`src/rtl/risc16_pkg.sv`:
```
// risc16_pkg: shared fetch-path widths, state encoding and buffer entry type.
package risc16_pkg;

    localparam int PC_W    = 16;
    localparam int INSTR_W = 16;

    typedef enum logic [1:0] {
        S_IDLE,
        S_FETCH,
        S_HALT
    } fetch_state_t;

    typedef struct packed {
        logic [PC_W-1:0]    pc;
        logic [INSTR_W-1:0] instr;
    } fetch_entry_t;

endpackage

```
`src/rtl/risc16_fetch_fifo.sv`:
```
// risc16_fetch_fifo: 2-entry buffer of fetched {pc, instr} pairs.
// Flush empties it; push into a full buffer is accepted only alongside a pop.
module risc16_fetch_fifo
    import risc16_pkg::*;
(
    input  logic         clk,
    input  logic         rst,
    input  logic         i_push,
    input  logic         i_pop,
    input  logic         i_flush,
    input  fetch_entry_t i_data,
    output fetch_entry_t o_head,
    output logic [1:0]   o_count
);

    fetch_entry_t r_mem [2];
    logic         r_rd_ptr;
    logic         r_wr_ptr;
    logic [1:0]   r_count;
    logic         w_push;
    logic         w_pop;

    assign w_pop  = i_pop && (r_count != 2'd0);
    assign w_push = i_push && ((r_count != 2'd2) || w_pop);

    always_ff @(posedge clk or posedge rst) begin
        if (rst) begin
            r_mem[0] <= '0;
            r_mem[1] <= '0;
            r_rd_ptr <= 1'b0;
            r_wr_ptr <= 1'b0;
            r_count  <= 2'd0;
        end else if (i_flush) begin
            r_rd_ptr <= 1'b0;
            r_wr_ptr <= 1'b0;
            r_count  <= 2'd0;
        end else begin
            if (w_push) begin
                r_mem[r_wr_ptr] <= i_data;
                r_wr_ptr        <= ~r_wr_ptr;
            end
            if (w_pop) begin
                r_rd_ptr <= ~r_rd_ptr;
            end
            case ({w_push, w_pop})
                2'b10:   r_count <= r_count + 2'd1;
                2'b01:   r_count <= r_count - 2'd1;
                default: r_count <= r_count;
            endcase
        end
    end

    assign o_head  = r_mem[r_rd_ptr];
    assign o_count = r_count;

endmodule

```
`src/rtl/risc16_fetch_ctrl.sv`:
```
// risc16_fetch_ctrl: PC owner and fetch sequencer feeding decode.
// Define IFETCH_BOUND_EN to stop fetching past PC_LIMIT.
module risc16_fetch_ctrl
    import risc16_pkg::*;
#(
    parameter logic [PC_W-1:0] RESET_PC = 16'h0000,
    parameter logic [PC_W-1:0] PC_LIMIT = 16'h001C
) (
    input  logic               clk,
    input  logic               rst,
    input  logic               run,
    input  logic               halt_req,
    input  logic               redirect_valid,
    input  logic [PC_W-1:0]    redirect_pc,
    output logic [PC_W-1:0]    imem_addr,
    input  logic [INSTR_W-1:0] imem_rdata,
    output logic               inst_valid,
    input  logic               inst_ready,
    output logic [INSTR_W-1:0] inst_data,
    output logic [PC_W-1:0]    inst_pc,
    output logic               halted,
    output logic [15:0]        fetch_count
);

`ifdef IFETCH_BOUND_EN
    localparam bit BOUND_EN = 1'b1;
`else
    localparam bit BOUND_EN = 1'b0;
`endif

    fetch_state_t    r_state;
    logic [PC_W-1:0] r_fetch_pc;
    logic [15:0]     r_fetch_count;

    fetch_entry_t    w_head;
    fetch_entry_t    w_entry;
    logic [1:0]      w_count;
    logic            w_pop;
    logic            w_push;
    logic            w_slot;
    logic            w_oob;
    logic [PC_W-1:0] w_redir_pc;

    assign w_oob      = BOUND_EN && (r_fetch_pc > PC_LIMIT);
    assign w_pop      = inst_valid && inst_ready;
    assign w_slot     = (w_count != 2'd2) || w_pop;
    assign w_redir_pc = redirect_pc & ~PC_W'(1);
    assign w_push     = (r_state == S_FETCH) && !redirect_valid
                        && !halt_req && !w_oob && w_slot;
    assign w_entry    = '{pc: r_fetch_pc, instr: imem_rdata};

    risc16_fetch_fifo u_fifo (
        .clk     (clk),
        .rst     (rst),
        .i_push  (w_push),
        .i_pop   (w_pop),
        .i_flush (redirect_valid),
        .i_data  (w_entry),
        .o_head  (w_head),
        .o_count (w_count)
    );

    // Redirect keeps the current state; only halt_req can override it.
    always_ff @(posedge clk or posedge rst) begin
        if (rst) begin
            r_state       <= S_IDLE;
            r_fetch_pc    <= RESET_PC;
            r_fetch_count <= 16'd0;
        end else begin
            if (w_pop) begin
                r_fetch_count <= r_fetch_count + 16'd1;
            end
            if (redirect_valid) begin
                r_fetch_pc <= w_redir_pc;
            end else if (w_push) begin
                r_fetch_pc <= r_fetch_pc + PC_W'(2);
            end
            if (halt_req) begin
                r_state <= S_HALT;
            end else if (!redirect_valid) begin
                case (r_state)
                    S_IDLE:  if (run) r_state <= S_FETCH;
                    S_FETCH: if (w_oob) r_state <= S_HALT;
                    S_HALT:  if (run) r_state <= S_FETCH;
                    default: r_state <= S_IDLE;
                endcase
            end
        end
    end

    assign imem_addr   = r_fetch_pc;
    assign inst_valid  = (w_count != 2'd0);
    assign inst_data   = w_head.instr;
    assign inst_pc     = w_head.pc;
    assign halted      = (r_state == S_HALT) && (w_count == 2'd0);
    assign fetch_count = r_fetch_count;

endmodule

```
`config.mk`:
```
export PLATFORM = sky130hd
export DESIGN_NAME = risc16_fetch_ctrl
export DESIGN_NICKNAME = d
export VERILOG_FILES = /design/src/rtl/risc16_pkg.sv /design/src/rtl/risc16_fetch_fifo.sv /design/src/rtl/risc16_fetch_ctrl.sv
export SDC_FILE = /design/constraint.sdc
export NUM_CORES = 1
export LEC_CHECK = 0
export ABC_AREA = 1
export BUFFER_PORTS_ARGS = -buffer_cell sky130_fd_sc_hd__buf_2
export CAP_MARGIN = 10
export CELL_PAD_IN_SITES_DETAIL_PLACEMENT = 0
export CELL_PAD_IN_SITES_GLOBAL_PLACEMENT = 1
export CORE_MARGIN = 8
export CORE_UTILIZATION = 45
export CTS_BUF_LIST = sky130_fd_sc_hd__clkbuf_8
export CTS_CLUSTER_SIZE = 16
export DETAILED_ROUTE_END_ITERATION = 7
export PLACE_DENSITY_LB_ADDON = 0.1
export SYNTH_ARGS = -nofsm -noshare
export SYNTH_HDL_FRONTEND = slang
export SYNTH_SLANG_ARGS = --single-unit
```
`constraint.sdc`:
```
create_clock -name clk -period 7.65 [get_ports clk]
set_clock_uncertainty 0.05 [all_clocks]
set_input_delay 2.295 -clock clk [delete_from_list [all_inputs] [get_ports clk]]
set_output_delay 2.295 -clock clk [all_outputs]
set_load 0.01 [all_outputs]
```
==> key figures <==
Timing
  • Slew headroom: between 50% and 60%
  • Final setup fails: 0
  • Final hold violations: 0
  • Tmin final: 4.216 ns
  • PnR worst setup slack: 3.434 ns
  • RSZ-0062 raised after global routing: false
  • Fmax: 237.2 MHz
  • Slew Limit Fails: 0
  • Final worst-path cycle share: 55.11%
  • Least-Margin Pin Slew: 0.6556 ns
  • Setup TNS: 0 ns

Placed design
  • Pre-CTS setup slack: roughly 3.7 ns
  • DP Wirelength: 8479 um
  • RePlAce Congestion: 0.7862
  • Placed cell area: ~0.0057 mm^2
  • IO Port Bufs: 100

Clock network
  • CTS clk-pin slew, worst paths: around 0.090 ns
  • Clk sinks: 99
  • Clock latency on the worst-skew pair: 0.37 ns
  • Post-CTS sizing: 0
  • H-tree depth: 3
  • Clock buffer depth: 2
  • Post-CTS Setup Inserts: 0
  • Clock tree root buffer cell: clkbuf_8
  • CTS tree: done
  • CTS Hold Bufs: 0
  • CTS Buf Count: 9

Cells and area
  • Area grow syn2layout: 14.40%
  • Fillers: 1132
  • Commonest non-fill, non-tap cell in the layout: nand2_1
  • Design Area, Final: 0.005924 mm^2
  • Final nets: ~760
  • Commonest cells after routing, fill and taps aside: nand2_1, buf_2, dfrtp_1
  • Number of diodes: 0
  • Share of post-route cells with drive strength above 1: 27.82%

Job
  • Max Cap Viol: 0

Synthesis
  • Synth area leader: dfrtp_1
  • Synthesized instance count: 631
  • #FFs+latches synth: 99
  • Post-synth top area share: ~48%
  • Mapped cell area: slightly above 0.005 mm^2
  • Synth warnings: 0
  • Unique masters post-synth: 34
  • Async set-or-reset flop fraction in the synthesized netlist: 100.0%
  • Synth top area cells: dfrtp_1, nand2_1, o21ai_2
  • Syn Area/Cell: 8.207 um^2
  • Register area share after synthesis: between 40% and 50%
  • Main synth FF type: dfrtp_1
  • Post-synth EDFFs: 0

Global route
  • First-pass GRT wire length: 20580 um
  • GR Util All Layers: between 15 and 20%
  • Pin count of the biggest net entering global routing: 64
  • Vias in the first global route: around 4200
  • Initial antenna violation count: 0
  • Grt ovf: 0

Critical path
  • Cell family with most CP delay: buffers and inverters
  • Peak per-stage delay on the critical path: 0.45 ns
  • Worst path slowest cell: inv_1
  • CP max FO: 17
  • CP startpoint kind: register
  • CP Cell Sequence: inv_1 -> buf_4 -> nand2_1 -> nand2_1 -> buf_2
  • Critical path class: register to output port
  • Crit. End Element: output port
  • Critical path required time: roughly 5.3 ns
  • WP buf/inv: 3
  • Most frequent CP cell: nand2_1
  • Arrival time worst endpoint: 1.87 ns

Power and ir drop
  • Leak Pwr: approximately 0.0032 uW
  • P per Cell Area: 292.4 mW/mm^2
  • Peak VDD IR: ~0.00013 V

Run status
  • Run status: completed

Route
  • Routed length per placed instance: 14.13 um
  • Final wirelength: 12280 um
  • Initial DRC Count: 337
  • Final ANT Viol Nets: 0
  • Vias: 4241
  • Vias/cell: 4.880
  • # DRC: 0
  • Pre-Repair DR Iteration Count: 4

Floorplanning
  • Initial cell density of the core: 45.74%
  • Io pins: roughly 100
  • Die X: 123.3 um
  • Die area: 0.01520 mm^2
  • Placement Rows: 39
  • Core Region: around 0.011 mm^2
  • Die Height: 123.3 um

Worst hold path
  • Worst hold path type: register to register
## cells by family (layout without fill, tap and decap cells)
kind of cell,after synthesis,in the layout,share of synthesized area (%)
AO/OA/AOI/OAI,93,93,13.84
XOR/XNOR,8,8,1.353
adder cells (fa/ha/maj),2,2,0.4831
buffers and inverters,86,180,8.504
flip-flops,99,99,47.84
other,1,2,0.07241
AND/OR/NAND/NOR,342,342,27.91
## cell type report
type / count / area, um^2 / area share (%)
clock inverter: 6 / 103.9 / 1.753
timing repair buffer: 103 / 523.0 / 8.828
inverter: 61 / 239.0 / 4.034
tap: 143 / 178.9 / 3.020
clock buffer: 10 / 137.6 / 2.323
sequential: 99 / 2477 / 41.82
multi-input combinational: 447 / 2265 / 38.23
## metal layers
layer  part of all wire [%]  routed length, um  global-route usage, %
met5                      0                  0                      0
met4                    1.3                159                  6.471
met3                    5.2                639                  3.790
met2                     48               5903                  27.24
met1                     45               5576                  22.42
## synth_stat cells, types with 3 or more instances
cell	number
nand2_1	256
nand2_2	3
nor2_1	35
nand3_1	25
inv_1	58
nor2_2	7
o211ai_1	4
nand4_1	5
a21oi_1	5
dfrtp_1	99
xnor2_1	4
xor2_1	4
o21ai_2	62
buf_2	4
o21ai_0	16
clkbuf_1	6
buf_6	13
## report_power, final
part | switching [uW] | leakage, uW | total [uW] | internal, uW
sequential | 87.3 | 0.00128 | 736 | 649
combinational | 366 | 0.00175 | 594 | 227
clock | 179 | 0.000127 | 403 | 224
## tightest hold or removal path: cells and delay by family (launching register included)
kind	cells	cell delay (ns)
flops	1	0.35
simple gates	1	0.06
compound gates	1	0.05
## through the flow
step                      util (%)  hold slack (ns)  std cells  total power [uW]
after global placement       50.20           0.4138        853              1334
after global routing         52.33           0.4501        869              1866
after detailed placement     50.20           0.4177        853              1354
after CTS                    52.33           0.4395        869              1765
after floorplan                  -           0.4048        632              1133
final                        52.33           0.4365        869              1733
## final timing paths
check	from	to	slack (ns)	depth (start not counted)
max in group asynchronous	rst	u_fifo.r_mem[18]$_DFFE_PP0P_	4.48	3
min in group asynchronous	rst	r_state[1]$_DFFE_PP0P_	1.94	2
worst min-delay path	u_fifo.r_mem[50]$_DFFE_PP0P_	u_fifo.r_mem[50]$_DFFE_PP0P_	0.44	2
worst min register to register	u_fifo.r_mem[50]$_DFFE_PP0P_	u_fifo.r_mem[50]$_DFFE_PP0P_	0.44	2
worst max-delay path	u_fifo.r_rd_ptr$_DFFE_PP0P_	inst_pc[15]	3.43	5
worst max register to register	u_fifo.o_count[0]$_DFFE_PP0P_	imem_addr[9]$_DFFE_PP0P_	5.92	8
## flip-flops by register name, indices dropped and copies added (netlist names)
register	cells
u_fifo.r_rd_ptr	1
r_state	2
imem_addr	15
u_fifo.r_mem	62
u_fifo.o_count	2
fetch_count	16
u_fifo.r_wr_ptr	1
Power figures use the tool's default switching activity.
